File: config.mk
export PLATFORM = sky130hd
export DESIGN_NAME = pipe_skid_buffer
export DESIGN_NICKNAME = d
export VERILOG_FILES = /design/src/rtl/pipe_skid_buffer.sv
export SDC_FILE = /design/constraint.sdc
export NUM_CORES = 1
export LEC_CHECK = 0
export ABC_AREA = 1
export CAP_MARGIN = 0
export CORE_MARGIN = 3
export CORE_UTILIZATION = 40
export CTS_BUF_LIST = sky130_fd_sc_hd__clkbuf_8
export DETAILED_ROUTE_END_ITERATION = 8
export PLACE_DENSITY = 0.69
export SLEW_MARGIN = 15
export SYNTH_ARGS = -nofsm -noshare
export SYNTH_HDL_FRONTEND = slang
export SYNTH_SLANG_ARGS = --single-unit
File: constraint.sdc
create_clock -name clock -period 4.2 [get_ports clock]
set_input_delay 1.26 -clock clock [delete_from_list [all_inputs] [get_ports clock]]
set_output_delay 1.26 -clock clock [all_outputs]
set_load 0.01 [all_outputs]
File: src/rtl/pipe_skid_buffer.sv
// Inter-stage pipeline buffer with a DEPTH-entry skid queue.
// Valid/ready handshake, synchronous flush and occupancy count.
module pipe_skid_buffer #(
  parameter int DATA_WIDTH  = 64,
  parameter int STALL_WIDTH = 6,
  parameter int STAGE       = 2,
  parameter int DEPTH       = 2,
  parameter logic [DATA_WIDTH-1:0] NOP_VALUE = '0
) (
  input  logic                       clock,
  input  logic                       reset,
  input  logic [STALL_WIDTH-1:0]     stall,
  input  logic                       flush,
  input  logic                       in_valid,
  input  logic [DATA_WIDTH-1:0]      in_data,
  output logic                       in_ready,
  output logic                       out_valid,
  output logic [DATA_WIDTH-1:0]      out_data,
  output logic [$clog2(DEPTH):0]     count
);

  localparam int CW = $clog2(DEPTH) + 1;
  localparam int PW = (DEPTH > 1) ? $clog2(DEPTH) : 1;
  localparam logic [CW-1:0] FULL = CW'(DEPTH);

  if (STAGE < 0 || STAGE > STALL_WIDTH - 2) begin : g_bad_stage
    $error("pipe_skid_buffer: STAGE out of range");
  end
  if (DEPTH < 1 || (DEPTH & (DEPTH - 1)) != 0) begin : g_bad_depth
    $error("pipe_skid_buffer: DEPTH must be a power of two");
  end

  logic [DATA_WIDTH-1:0] mem [DEPTH];
  logic [PW-1:0]         wr_ptr;
  logic [PW-1:0]         rd_ptr;
  logic [CW-1:0]         cnt;
  logic                  push;
  logic                  pop;

  // With a single entry the pointers never move.
  function automatic logic [PW-1:0] inc(input logic [PW-1:0] p);
    if (DEPTH == 1) return '0;
    return p + PW'(1);
  endfunction

  assign in_ready  = (cnt < FULL);
  assign out_valid = (cnt != '0);
  assign out_data  = out_valid ? mem[rd_ptr] : NOP_VALUE;
  assign count     = cnt;

  assign push = in_valid & in_ready & ~stall[STAGE] & ~flush;
  assign pop  = out_valid & ~stall[STAGE+1] & ~flush;

  always_ff @(posedge clock or negedge reset) begin
    if (!reset) begin
      wr_ptr <= '0;
      rd_ptr <= '0;
      cnt    <= '0;
    end else if (flush) begin
      wr_ptr <= '0;
      rd_ptr <= '0;
      cnt    <= '0;
    end else begin
      if (push) wr_ptr <= inc(wr_ptr);
      if (pop)  rd_ptr <= inc(rd_ptr);
      unique case ({push, pop})
        2'b10:   cnt <= cnt + CW'(1);
        2'b01:   cnt <= cnt - CW'(1);
        default: cnt <= cnt;
      endcase
    end
  end

  // Storage needs no reset; empty entries are masked by cnt.
  always_ff @(posedge clock) begin
    if (push) mem[wr_ptr] <= in_data;
  end

endmodule

==> results.cfg <==
[placement]
placement.io_buffers = 137
placedInstanceArea_sq_mm = 0.00661
hpwl_dp_um = 6730
routabilityCongestion = 0.775

[global_routing]
number_of_antenna_violations_at_the_first_check_in_global_routing = 0
grt_use_total_pct = 15.9
grt_pass1_vias = 3531
grt_start_max_net_pins = 66
sum_of_overflow_across_all_layers_after_global_routing = 0
grt_pass1_wl_um = 17400

[routing]
ant_nets = 0
initialDrtViolationCount = 179
routed_wl_um = 10900
drt-wirelength-per-cell_um = 15.5
vias = 3350
remaining_drc_errors = 0
drt_first_pass_iters = 4
avgViaCountPerCell = 4.77

[timing]
finalHoldViolations = 0
min_period_over_period_pct = 86.4
tightest_pin_transition_ps = 681
maxSlewViolCount = 0
final.setup.tns_ps = 0
fmax_mhz = 275
unrepaired_setup_endpoints_after_global_routing = no
max_transition_margin_pct = 54.6
finClkSkew_ps = 6.42
setup_viol = 0
final.min_clock_period_ps = 3630

[clock_tree]
cts_num_sinks = 132
path_clk_slew_ps = 70
cts_tree = built
cts_htree_levels = 4
postCtsHoldBufs = 0
clk_root_buffer_cell = sky130_fd_sc_hd__clkbuf_8
clock_insertion_delay_worst_skew_ps = 410
cts_setup_buffers = 0
cts_resized = 0
ctsLongestPathBuffers = 2
cts_made_buffers = 17

[logic_synthesis]
yosys_register_bits = 132
yosysWarnings = 0
synth.lib_cells_used.distinct = 17
synth_area_leader_cell = sky130_fd_sc_hd__edfxtp_1
syn_nets = 454
area_share_of_the_largest_cell_type_after_synthesis_pct = 76.6
ys_top_cells_by_area = sky130_fd_sc_hd__edfxtp_1 77%, sky130_fd_sc_hd__nand2_1 10%, sky130_fd_sc_hd__a21oi_1 6.5%
avgSynthCellArea_sq_um = 13.2
ys_seq_area_share_pct = 78.5
post_synth_inst_count = 380
syn-cell-area_sq_mm = 0.00502

[setup_path]
critPathArrivalTime_ps = 2370
critical-path-slowest-cell = sky130_fd_sc_hd__clkdlybuf4s50_1
critical_path.max_fanout = 27
timing.critical_path.cells = inv_2, buf_4, nand2_1, a21oi_1, clkdlybuf4s50_1
timing_worst_setup_path_type = flip-flop to output port
worst_path_bufs_invs = 3
critical_path.endpoint_type = output port
critPathLaunchType = flip-flop
cpLargestDelayFamily = buffers and inverters
crit_path_max_incr_delay_ps = 570
worst_ep_required_time_ps = 2940

[floorplanning]
die_h_um = 118
io-pin-count = 142
initial_core_util_pct = 41.3
fp.dieW_um = 118
coreArea_sq_mm = 0.0122
floorplan.rows = 40
dieArea_sq_mm = 0.0139

[job]
max-cap-violations = 0

[final_layout]
antenna_cells_inserted = 0
layout-drive-gt1-share_pct = 8.22
final_cell_area_sq_mm = 0.00702
area_growth_pct = 39.8
fin_nets = 596
n_fill_cell = 1001

[pwr]
vdd_drop_max_mv = 0.269
pwr_density_cell_mw_per_mm2 = 564
cellLeakagePower_nw = 2.48

[outcome]
run_status = completed

[worst_hold_path]
holdCritPathClass = flip-flop to flip-flop
-- worst min-delay path, delay by kind of cell, from the launching register on --
kind            cells  cell delay, ps
compound gates      1              80
flops               1             400
buf+inv             1             120
-- cells in the mapped netlist --
library cell,count
sky130_fd_sc_hd__a21oi_1,65
sky130_fd_sc_hd__buf_2,19
sky130_fd_sc_hd__clkbuf_1,2
sky130_fd_sc_hd__dfrtp_1,4
sky130_fd_sc_hd__edfxtp_1,128
sky130_fd_sc_hd__inv_1,7
sky130_fd_sc_hd__inv_2,2
sky130_fd_sc_hd__nand2_1,135
sky130_fd_sc_hd__nand2_2,1
sky130_fd_sc_hd__nand2_4,2
sky130_fd_sc_hd__nand3_1,5
sky130_fd_sc_hd__nand4_1,1
sky130_fd_sc_hd__nor2_1,5
sky130_fd_sc_hd__o21ai_0,1
sky130_fd_sc_hd__o21ai_2,1
sky130_fd_sc_hd__o21bai_1,1
sky130_fd_sc_hd__xor2_1,1
-- metal layers --
metal / wire (um) / track usage [%] / vias up
met5: 0 / 0 / -
met3: 569 / 4.28 / 9
li1: - / - / 1618
met1: 4550 / 18.7 / 1618
met2: 5680 / 27.8 / 105
met4: 102 / 5.71 / 0
-- path summary, 6_finish.rpt --
check / end / cells past startpoint / start / slack, ps
setup reg to reg: mem[1][55] / 4 / count[1] / 2290
hold / removal: wr_ptr / 2 / wr_ptr / 640
hold reg to reg: wr_ptr / 2 / wr_ptr / 640
min in group asynchronous: count[1] / 1 / reset / 1060
setup / recovery: out_data[45] / 5 / rd_ptr / 570
max in group asynchronous: rd_ptr / 1 / reset / 2940
-- registers in the layout, summed over array words and instances (netlist names) --
name	flops
wr_ptr	1
mem	128
count	2
rd_ptr	1
-- logic make-up (layout without fill, tap and decap cells) --
family | after synthesis | count (layout) | synth area share [%]
and+or+nand+nor | 149 | 149 | 11.7
AOI/OAI and AO/OA | 68 | 68 | 6.90
buffers and inverters | 30 | 185 | 2.72
DFF | 132 | 132 | 78.5
xor gates and xnor gates | 1 | 1 | 0.174
-- power breakdown --
group | switching (mW) | internal, mW | total [mW]
Clock | 0.461 | 0.632 | 1.09
Sequential | 0.0327 | 1.51 | 1.54
Combinational | 0.684 | 0.639 | 1.32
Total | 1.18 | 2.78 | 3.96
-- cells in the final DEF (no fill, tap or decap), types with 2 or more instances in the layout --
master,Yosys,final
sky130_fd_sc_hd__nand2_1,135,135
sky130_fd_sc_hd__inv_2,2,3
sky130_fd_sc_hd__nor2_1,5,2
sky130_fd_sc_hd__a21oi_1,65,65
sky130_fd_sc_hd__clkbuf_8,0,17
sky130_fd_sc_hd__nand2_4,2,2
sky130_fd_sc_hd__nor2_4,0,3
sky130_fd_sc_hd__clkinv_2,0,3
sky130_fd_sc_hd__clkinv_1,0,2
sky130_fd_sc_hd__buf_4,0,4
sky130_fd_sc_hd__edfxtp_1,128,128
sky130_fd_sc_hd__inv_1,7,10
sky130_fd_sc_hd__dfrtp_1,4,3
sky130_fd_sc_hd__nand3_1,5,5
sky130_fd_sc_hd__bufinv_16,0,4
sky130_fd_sc_hd__buf_12,0,3
sky130_fd_sc_hd__clkdlybuf4s50_1,0,137
-- metrics by stage --
stage               hold WS [ps]  worst slack, ps  cells  utilization [%]  total power [mW]
floorplan                    553              568    380                -              2.17
global placement             627              979    671             54.4              2.90
detailed placement           640              974    671             54.4              2.91
CTS                          649              505    703             57.7              4.01
global route                 674              403    703             57.7              4.16
finish                       642              569    703             57.7              3.96
-- cell type report --
cell class                 count  area (sq um)  share of cell area (%)
sequential                   132          3950                    56.2
timing repair buffer         144          1460                    20.8
multi-input combinational    218           963                    13.7
clock buffer                  17           234                    3.33
tap                          168           210                    2.99
clock inverter                15           174                    2.48
inverter                       9          33.8                   0.481
Note: power is estimated with default switching activity, not from simulation.
